## src/rtl/regfile_wb_arbiter_pkg.sv

```systemverilog
// Shared types and constants for the writeback arbiter.
// Register-file geometry and the writeback request bundle.
package wb_pkg;

  localparam int AW = 5;
  localparam int DW = 32;
  localparam int NUM_REGS = 32;
  localparam logic [AW-1:0] REG_ZERO = '0;

  typedef struct packed {
    logic          valid;
    logic [AW-1:0] addr;
    logic [DW-1:0] data;
  } wb_req_t;

  function automatic logic [NUM_REGS-1:0] onehot(
    input logic [AW-1:0] a
  );
    logic [NUM_REGS-1:0] r;
    r = '0;
    r[a] = 1'b1;
    return r;
  endfunction

endpackage

```

## src/rtl/regfile_wb_arbiter_if.sv

```systemverilog
// Writeback bus: primary/secondary producers and regfile port.
// master drives requests, slave is the arbiter.
interface regfile_wb_arbiter_if
  import wb_pkg::*;
();

  logic                pri_valid;
  logic [AW-1:0]       pri_waddr;
  logic [DW-1:0]       pri_wdata;
  logic                sec_valid;
  logic                sec_ready;
  logic [AW-1:0]       sec_waddr;
  logic [DW-1:0]       sec_wdata;
  logic                we;
  logic [AW-1:0]       waddr;
  logic [DW-1:0]       wdata;
  logic [NUM_REGS-1:0] pending;

  modport master (
    output pri_valid, pri_waddr, pri_wdata,
    output sec_valid, sec_waddr, sec_wdata,
    input  sec_ready,
    input  we, waddr, wdata, pending
  );

  modport slave (
    input  pri_valid, pri_waddr, pri_wdata,
    input  sec_valid, sec_waddr, sec_wdata,
    output sec_ready,
    output we, waddr, wdata, pending
  );

endinterface

```

## src/rtl/regfile_wb_arbiter_sec_fifo.sv

```systemverilog
// Secondary writeback FIFO with per-entry live bits.
// Younger primary writes kill matching queued entries.
module wb_sec_fifo
  import wb_pkg::*;
#(
  parameter int DEPTH = 2
) (
  input  logic                clk,
  input  logic                rst,
  input  logic                push,
  input  logic [AW-1:0]       push_addr,
  input  logic [DW-1:0]       push_data,
  input  logic                pop,
  input  logic                squash_en,
  input  logic [AW-1:0]       squash_addr,
  output logic                full,
  output logic                empty,
  output wb_req_t             head,
  output logic [NUM_REGS-1:0] pending
);

  localparam int PW = $clog2(DEPTH);
  localparam int CW = PW + 1;

  logic [AW-1:0]    addr_q [DEPTH];
  logic [DW-1:0]    data_q [DEPTH];
  logic [DEPTH-1:0] live_q;
  logic [PW-1:0]    rd_ptr;
  logic [PW-1:0]    wr_ptr;
  logic [CW-1:0]    count;
  logic             push_ok;
  logic             pop_ok;

  assign full    = (count == CW'(DEPTH));
  assign empty   = (count == '0);
  assign push_ok = push && !full;
  assign pop_ok  = pop && !empty;

  assign head.valid = live_q[rd_ptr];
  assign head.addr  = addr_q[rd_ptr];
  assign head.data  = data_q[rd_ptr];

  // entry payload; no reset needed, gated by live bits
  always_ff @(posedge clk) begin
    if (push_ok) begin
      addr_q[wr_ptr] <= push_addr;
      data_q[wr_ptr] <= push_data;
    end
  end

  // live bits: squash stored matches, clear on pop, set on push
  always_ff @(posedge clk) begin
    if (rst) begin
      live_q <= '0;
    end else begin
      for (int i = 0; i < DEPTH; i++) begin
        if (squash_en && addr_q[i] == squash_addr)
          live_q[i] <= 1'b0;
      end
      if (pop_ok)
        live_q[rd_ptr] <= 1'b0;
      if (push_ok)
        live_q[wr_ptr] <= 1'b1;
    end
  end

  // pointers and occupancy
  always_ff @(posedge clk) begin
    if (rst) begin
      rd_ptr <= '0;
      wr_ptr <= '0;
      count  <= '0;
    end else begin
      if (push_ok)
        wr_ptr <= wr_ptr + PW'(1);
      if (pop_ok)
        rd_ptr <= rd_ptr + PW'(1);
      if (push_ok && !pop_ok)
        count <= count + CW'(1);
      else if (pop_ok && !push_ok)
        count <= count - CW'(1);
    end
  end

  // pending mask: union of live entry destinations
  always_comb begin
    pending = '0;
    for (int i = 0; i < DEPTH; i++) begin
      if (live_q[i])
        pending = pending | onehot(addr_q[i]);
    end
    pending[0] = 1'b0;
  end

endmodule

```

## src/rtl/regfile_wb_arbiter.sv

```systemverilog
// Writeback arbiter driving the regfile write port.
// Optional forwarding ports under REGFILE_WB_FWD_EN.
module regfile_wb_arbiter
  import wb_pkg::*;
#(
  parameter int DEPTH = 2
) (
  input  logic                clk,
  input  logic                rst,
  regfile_wb_arbiter_if.slave bus
`ifdef REGFILE_WB_FWD_EN
  ,
  input  logic [AW-1:0]       fwd_raddr1,
  input  logic [AW-1:0]       fwd_raddr2,
  output logic                fwd_hit1,
  output logic                fwd_hit2,
  output logic [DW-1:0]       fwd_data1,
  output logic [DW-1:0]       fwd_data2
`endif
);

  logic          full;
  logic          empty;
  logic          push;
  logic          pop;
  logic          squash_en;
  wb_req_t       head;
  wb_req_t       sel;
  logic          upd;
  logic          we_q;
  logic [AW-1:0] waddr_q;
  logic [DW-1:0] wdata_q;

  assign bus.sec_ready = !full;
  assign push = bus.sec_valid && !full
             && bus.sec_waddr != REG_ZERO;
  assign pop  = !bus.pri_valid && !empty;
  assign squash_en = bus.pri_valid
                  && bus.pri_waddr != REG_ZERO;

  wb_sec_fifo #(
    .DEPTH(DEPTH)
  ) u_fifo (
    .clk         (clk),
    .rst         (rst),
    .push        (push),
    .push_addr   (bus.sec_waddr),
    .push_data   (bus.sec_wdata),
    .pop         (pop),
    .squash_en   (squash_en),
    .squash_addr (bus.pri_waddr),
    .full        (full),
    .empty       (empty),
    .head        (head),
    .pending     (bus.pending)
  );

  // select primary first, else a live FIFO head
  always_comb begin
    sel = '0;
    upd = 1'b0;
    if (bus.pri_valid) begin
      sel.valid = 1'b1;
      sel.addr  = bus.pri_waddr;
      sel.data  = bus.pri_wdata;
      upd = 1'b1;
    end else if (!empty && head.valid) begin
      sel = head;
      upd = 1'b1;
    end
  end

  // registered regfile write port; r0 never written
  always_ff @(posedge clk) begin
    if (rst) begin
      we_q    <= 1'b0;
      waddr_q <= '0;
      wdata_q <= '0;
    end else begin
      we_q <= upd && sel.addr != REG_ZERO;
      if (upd) begin
        waddr_q <= sel.addr;
        wdata_q <= sel.data;
      end
    end
  end

  assign bus.we    = we_q;
  assign bus.waddr = waddr_q;
  assign bus.wdata = wdata_q;

`ifdef REGFILE_WB_FWD_EN
  assign fwd_hit1  = we_q && waddr_q == fwd_raddr1
                  && fwd_raddr1 != REG_ZERO;
  assign fwd_hit2  = we_q && waddr_q == fwd_raddr2
                  && fwd_raddr2 != REG_ZERO;
  assign fwd_data1 = wdata_q;
  assign fwd_data2 = wdata_q;
`endif

endmodule

```

## src/flat_wrapper.sv

```systemverilog
// flat-port wrapper written by rule: the top's interface ports become plain ports
module regfile_wb_arbiter_flat import wb_pkg::*;
#(
  parameter int DEPTH = 2
)
  (clk, rst, bus_pri_valid, bus_pri_waddr, bus_pri_wdata, bus_sec_valid, bus_sec_waddr, bus_sec_wdata, bus_sec_ready, bus_we, bus_waddr, bus_wdata, bus_pending);
  regfile_wb_arbiter_if bus_i ();
  input  logic clk;
  input  logic rst;
  input wire logic [$bits(bus_i.pri_valid)-1:0] bus_pri_valid;
  input wire logic [$bits(bus_i.pri_waddr)-1:0] bus_pri_waddr;
  input wire logic [$bits(bus_i.pri_wdata)-1:0] bus_pri_wdata;
  input wire logic [$bits(bus_i.sec_valid)-1:0] bus_sec_valid;
  input wire logic [$bits(bus_i.sec_waddr)-1:0] bus_sec_waddr;
  input wire logic [$bits(bus_i.sec_wdata)-1:0] bus_sec_wdata;
  output wire logic [$bits(bus_i.sec_ready)-1:0] bus_sec_ready;
  output wire logic [$bits(bus_i.we)-1:0] bus_we;
  output wire logic [$bits(bus_i.waddr)-1:0] bus_waddr;
  output wire logic [$bits(bus_i.wdata)-1:0] bus_wdata;
  output wire logic [$bits(bus_i.pending)-1:0] bus_pending;
  assign bus_i.pri_valid = bus_pri_valid;
  assign bus_i.pri_waddr = bus_pri_waddr;
  assign bus_i.pri_wdata = bus_pri_wdata;
  assign bus_i.sec_valid = bus_sec_valid;
  assign bus_i.sec_waddr = bus_sec_waddr;
  assign bus_i.sec_wdata = bus_sec_wdata;
  assign bus_sec_ready = bus_i.sec_ready;
  assign bus_we = bus_i.we;
  assign bus_waddr = bus_i.waddr;
  assign bus_wdata = bus_i.wdata;
  assign bus_pending = bus_i.pending;
  regfile_wb_arbiter #(.DEPTH(DEPTH)) u_core (.clk(clk), .rst(rst), .bus(bus_i));
endmodule
```

## config.mk

```make
export PLATFORM = sky130hd
export DESIGN_NAME = regfile_wb_arbiter_flat
export DESIGN_NICKNAME = d
export VERILOG_FILES = /design/src/rtl/regfile_wb_arbiter_pkg.sv /design/src/rtl/regfile_wb_arbiter_if.sv /design/src/rtl/regfile_wb_arbiter_sec_fifo.sv /design/src/rtl/regfile_wb_arbiter.sv /design/src/flat_wrapper.sv
export SDC_FILE = /design/constraint.sdc
export NUM_CORES = 1
export LEC_CHECK = 0
export BUFFER_PORTS_ARGS = -buffer_cell sky130_fd_sc_hd__buf_2
export CAP_MARGIN = 15
export CORE_MARGIN = 4
export CORE_UTILIZATION = 45
export CTS_CLUSTER_DIAMETER = 120
export DETAILED_ROUTE_END_ITERATION = 8
export HOLD_SLACK_MARGIN = 0.06
export PLACE_DENSITY = 0.71
export SETUP_SLACK_MARGIN = 0.5
export SLEW_MARGIN = 20
export SYNTH_ARGS = -nofsm -noshare
export SYNTH_HDL_FRONTEND = slang
export SYNTH_SLANG_ARGS = --single-unit
```

## constraint.sdc

```tcl
create_clock -name clk -period 6.8 [get_ports clk]
set_clock_uncertainty 0.15 [all_clocks]
set_input_delay 0.68 -clock clk [delete_from_list [all_inputs] [get_ports clk]]
set_output_delay 0.68 -clock clk [all_outputs]
set_load 0.05 [all_outputs]
```

* Yosys cells after proc, flatten, opt, wreduce, memory -nomap -nowiden *
Memory sizes are Yosys's and may differ from the RTL's. A register that Yosys moved wholly into a read port is not among the register bits.
Index checks and enable logic that the tools add are counted.

word-level totals
  flip-flop bits (word level) = 44
  memories = 2
  RAM bits = 74
  bits of input ports = 78
  logic and storage cells = 85

memories
  name                  depth  width  rd ports  clocked after memory_dff  write ports  line                               text
  u_core.u_fifo.data_q  2      32     1         1                         1            regfile_wb_arbiter_sec_fifo.sv:26  logic [DW-1:0] data_q [DEPTH];
  u_core.u_fifo.addr_q  2      5      3         1                         1            regfile_wb_arbiter_sec_fifo.sv:25  logic [AW-1:0] addr_q [DEPTH];

operators by class
  mux-type cells = 31
  add/sub/neg operators = 4
  bitwise operators = 4
  equal/unequal tests = 3
  $lt $le $gt $ge = 8
  reductions and logical operators = 26

operators by type and width
  kind                                                                                 number
  37-bit two-way mux                                                                   2
  32-bit two-way mux                                                                   2
  32-bit bitwise OR                                                                    1
  1-bit two-way mux                                                                    18
  1-bit logical AND                                                                    16
  5-bit nonzero test                                                                   3
  5-bit by 6-bit < comparator with 1-bit output, second input constant                 2
  1-bit demux with 5-bit select                                                        2
  5-bit equality test                                                                  2
  5-bit by 1-bit greater-or-equal comparator with 1-bit output, second input constant  2
  2-bit two-way mux                                                                    5
  1-bit logical NOT                                                                    5
  1-bit by 2-bit < comparator with 1-bit output, second input constant                 2
  1-bit adder, second input constant                                                   2
  2-bit by 1-bit adder with 2-bit output, second input constant                        1
  2-bit bitwise AND                                                                    1
  1-bit demux with 1-bit select                                                        2
  2-bit equality test, second input constant                                           1
  1-bit greater-or-equal comparator, second input constant                             2
  2-bit logical NOT                                                                    1
  2-bit NOT                                                                            1
  2-bit bitwise OR                                                                     1
  2-bit nonzero test                                                                   1
  2-bit by 1-bit subtractor with 2-bit output, second input constant                   1

* Depth between registers and ports, before layout *
  depth after elaboration = 10
  mapped depth = 7
  mapped depth without buffers = 7

* By module *
Synthesis repeated with hierarchy kept, for this count alone.

unflattened totals
  cells, all modules = 445
  area total of the unflattened synthesis = 5530.3 µm²

modules (own cells, without submodules)
  module              cells an instance  times used  seq. area each (µm²)  area each (µm²)
  wb_sec_fifo         232                1           2362.3                3517.1
  regfile_wb_arbiter  213                1           760.7                 2013.2

* Worst setup path after synthesis *
OpenSTA, ideal clock, no wires.

  path kind = register -> register
  from = reg u_core.u_fifo.count[0]
  to = mem u_core.u_fifo.addr_q[0][0] (enable)
  cell stages (with the launch flop) = 4
  path slack = 3.573 ns
  arrival time = 2.645 ns
  data required time = 6.219 ns
  path buffers = 0
  path through = dfxtp_1 > nand2b_1 > o211ai_1 > nor2_1

between the ends
  longest elaborated chain between the ends = 7

RTL lines
  element                                      line                               text
  start, declared                              regfile_wb_arbiter_sec_fifo.sv:30  logic [CW-1:0] count;
  start signal, assigned                       regfile_wb_arbiter_sec_fifo.sv:79  count <= count + CW'(1);
  start signal, assigned                       regfile_wb_arbiter_sec_fifo.sv:81  count <= count - CW'(1);
  2-bit equality test (*)                      regfile_wb_arbiter_sec_fifo.sv:34  assign full = (count == CW'(DEPTH));
  1-bit logical NOT (*)                        n/a
  named net bus_sec_ready                      flat_wrapper.sv:16                 output wire logic [$bits(bus_i.sec_ready)-1:0] bus_sec_ready;
  1-bit logical AND                            regfile_wb_arbiter.sv:35           assign push = bus.sec_valid && !full
  1-bit logical AND                            regfile_wb_arbiter.sv:36           && bus.sec_waddr != REG_ZERO;
  1-bit logical AND (*)                        regfile_wb_arbiter_sec_fifo.sv:36  assign push_ok = push && !full;
  1-bit two-way mux (*)                        regfile_wb_arbiter_sec_fifo.sv:45  if (push_ok) begin
  1-bit two-way mux (not written as such) (*)  regfile_wb_arbiter_sec_fifo.sv:46  addr_q[wr_ptr] <= push_addr;
  end, declared                                regfile_wb_arbiter_sec_fifo.sv:25

The timed path passes the listed nets; every way through them passes the cells marked *.

* Worst setup path in the final report *
  from = in bus_sec_waddr[0]
  to = mem u_core.u_fifo.data_q[1][10] (enable)

between the ends
  longest elaborated chain between the ends = 5

RTL lines
  element                                  line                               text
  start, declared                          flat_wrapper.sv:14                 input wire logic [$bits(bus_i.sec_waddr)-1:0] bus_sec_waddr;
  5-bit nonzero test                       regfile_wb_arbiter.sv:36
  1-bit logical AND                        regfile_wb_arbiter.sv:36
  1-bit logical AND                        regfile_wb_arbiter_sec_fifo.sv:36
  1-bit two-way mux                        regfile_wb_arbiter_sec_fifo.sv:45
  1-bit two-way mux (not written as such)  regfile_wb_arbiter_sec_fifo.sv:47  data_q[wr_ptr] <= push_data;
  end, declared                            regfile_wb_arbiter_sec_fifo.sv:26

No other way between the ends.

==> impl_metrics.py <==
metrics = {
    "timing": {
        "fmax_mhz": 335,
        "tns_ps": 0,
        "setup_viol": 0,
        "grt_setup_unrepaired": "no",
        "drv_slew": 0,
        "min_period_over_period_pct": 43.9,
        "hold_viol": 0,
        "tightest_slew_ps": 916,
        "whs_ps": 301,
        "slew_headroom_pct": 38.9,
        "min_period_ps": 2990,
    },
    "worst_setup_path": {
        "slowest_delay_ps": 520,
        "critPathKind": "primary input to register",
        "worstPathMaxFanout": 20,
        "crit_end": "u_core.u_fifo.data_q[1][10]",
        "ff2ff_path_depth": 5,
        "critPathLaunchType": "primary input",
        "r2r_start": "u_core.u_fifo.count[0]",
        "reg2reg_to": "u_core.bus.we",
        "required_ps": 6780,
        "crit_start": "bus_sec_waddr[0]",
        "critical-path-slowest-cell": "clkinv_1",
        "cp_data_arrival_time_ps": 2960,
        "rrSetupSlack_ps": 3890,
        "endpoint_kind": "register",
        "cp_cell_sequence": "buf_2 -> or4_1 -> o211ai_1 -> inv_1 -> nand2_1 -> clkinv_1 -> buf_4",
    },
    "place": {
        "place.gp.congestion": 0.884,
        "postPlaceCellArea_um2": 5990,
        "io_buffers": 147,
        "dp_cells": 709,
        "dpl.hpwl_mm": 8.46,
    },
    "floorplan": {
        "die_w_um": 116,
        "coreArea_um2": 11400,
        "die-area_um2": 13400,
        "fp-row-count": 39,
        "io_pins": 149,
        "fp.dieH_um": 116,
        "start_util_pct": 46.0,
    },
    "power": {
        "leakage_uw": 0.00258,
        "finalPower_uw": 2490,
        "peakVddDrop_mv": 0.168,
        "p_per_area_nw_per_um2": 375,
    },
    "yosys": {
        "yosysTopAreaCell": "edfxtp_1",
        "synth_top_area_share_pct": 42.5,
        "synth_compound_gate_area_share_pct": 18.1,
        "syn_avg_cell_area_um2": 11.5,
        "synthMuxAreaShare_pct": 7.38,
        "yosysWarnings": 0,
        "synthTopCellsByCount": "a21oi_1 (75), edfxtp_1 (74), dfxtp_1 (45), nand2_1 (45), mux2i_1 (37)",
        "yosys.area_share.simple_pct": 8.60,
        "synth_xor_xnor_area_share_pct": 2.18,
        "synth_area_um2": 5230,
        "netlist_instances": 453,
        "synth_top_family_by_area": "compound AO/OA/AOI/OAI gates",
        "yosysUniqueCellTypes": 35,
        "synth_seq_cells": 119,
        "synth_fa_ha_area_share_pct": 0.239,
        "synthTopCellsByArea": "edfxtp_1 (43%), dfxtp_1 (17%), a21oi_1 (7.2%)",
        "yosysSeqAreaShare_pct": 59.8,
        "synth_edf_count": 74,
        "async_flop_share_pct": 0,
        "synth_nets": 532,
        "synth.most_common_cell": "a21oi_1",
        "ys.flop_type": "edfxtp_1",
    },
    "global_route": {
        "grt_antenna_before_repair": 0,
        "grt_max_degree": 84,
        "grt_usage_pct": 18.7,
        "grt_pass1_wl_mm": 19.5,
        "grt_pass1_vias": 4060,
        "gr-total-overflow": 0,
    },
    "clocking": {
        "clock-sinks": 119,
        "cts_buffer_depth": 2,
        "post-cts-setup-buffer-count": 0,
        "cts_tree": "yes",
        "htree_levels": 4,
        "cts_resized": 0,
        "clock_latency_ps": 410,
        "path_clk_slew_ps": 50,
        "cts_buffers": 17,
        "hold_buffers": 0,
        "cts_root_buf": "clkbuf_16",
    },
    "worst_hold_path": {
        "hp-class": "register to register",
    },
    "routing": {
        "firstDrtPassIters": 5,
        "vias": 4145,
        "routed_wl_mm": 12.5,
        "ant_nets": 0,
        "routed_via_density": 5.58,
        "drc": 0,
        "drt_first_iter_violations": 301,
        "wl_per_cell_um": 16.9,
    },
    "cells_and_area": {
        "area_growth_pct": 26.9,
        "drive_gt1_share_pct": 31.6,
        "design_area_um2": 6630,
        "fin_cells": 743,
        "final_nets": 665,
        "fill_cells": 945,
    },
    "run_status": {
        "outcome": "complete, no violations",
    },
    "flow_run": {
        "drv_cap": 0,
    },
}
==> worst max-delay path: cells and delay by family <==
kind	cells	cell delay (ps)
AO/OA/AOI/OAI	1	370
buffers and inverters	4	1250
AND/OR/NAND/NOR	2	650
==> through the flow <==
stage | utilization [%] | setup WS, ps
floorplan | - | 3570
global placement | 52.7 | 3410
detailed placement | 52.7 | 3420
CTS | 58.1 | 3820
global route | 58.3 | 3650
finish | 58.3 | 3810
==> state kept, by name, summed over array words and instances (netlist names), named ones only <==
name                  flops
u_core.bus.waddr          5
u_core.bus.wdata         32
u_core.bus.we             1
u_core.u_fifo.addr_q     10
u_core.u_fifo.count       2
u_core.u_fifo.data_q     64
u_core.u_fifo.live_q      2
u_core.u_fifo.rd_ptr      1
u_core.u_fifo.wr_ptr      1
==> how the worst min path moves through the flow <==
stage	slack (ps)	endpoint	cells after the start	startpoint
final	300	u_core.bus.waddr[3]	2	u_core.bus.waddr[3]
after CTS	300	u_core.u_fifo.data_q[1][11]	1	bus_sec_wdata[11]
after detailed placement	300	u_core.bus.waddr[3]	2	u_core.bus.waddr[3]
after global routing	290	u_core.u_fifo.data_q[0][11]	1	bus_sec_wdata[11]
after floorplan	320	u_core.u_fifo.count[1]	2	u_core.u_fifo.count[1]
after global placement	290	u_core.bus.waddr[4]	2	u_core.bus.waddr[4]
==> metal layers <==
| metal | wire (um) | global-route usage [%] |
|---|---|---|
| met2 | 6160 | 31.7 |
| met3 | 1060 | 6.48 |
| met5 | 0 | 0 |
| met4 | 113 | 5.96 |
| met1 | 5210 | 22.6 |
==> placed cells by master, fill, tap and decap left out, types with 2 or more instances in the layout <==
cell and n:
clkbuf_8 2, buf_2 147, nand3_1 6, xnor2_1 9, o22ai_1 31, dfxtp_1 44, o21ai_0 6, nand3b_1 12
a22oi_1 2, bufinv_16 4, or4_1 2, clkinv_1 3, or3b_2 6, nand2_1 45, edfxtp_1 74, a21oi_1 75
or3_1 3, clkinv_2 3, buf_4 4, nand2b_1 4, clkbuf_1 3, nor2_1 7, clkbuf_16 17, xor2_1 4
a211o_1 33, mux2i_1 37
==> kinds of logic after synthesis <==
family	count (synthesis)
and+or+nand+nor	89
DFF	119
adders and majority gates	1
xor gates and xnor gates	13
buffers and inverters	40
muxes	38
AOI/OAI and AO/OA	152
other	1
==> power by group <==
group / total, uW / internal [uW] / switching, uW / leakage [uW]
Sequential: 956 / 887 / 69.7 / 0.00106
Clock: 916 / 627 / 289 / 0.000299
Combinational: 616 / 201 / 415 / 0.00122
Total: 2490 / 1710 / 774 / 0.00258
==> layout make-up <==
type                    count  area [um2]  area share (%)
inverters                   2        7.51           0.113
clock inverters            10         150            2.26
diodes                      1        2.50          0.0377
repair buffers            152         786            11.9
multi-input cells         294        1920            28.9
flip-flops and latches    119        3120            47.1
well taps                 143         179            2.70
clock buffers              22         464            7.00
Power figures use the tool's default switching activity.
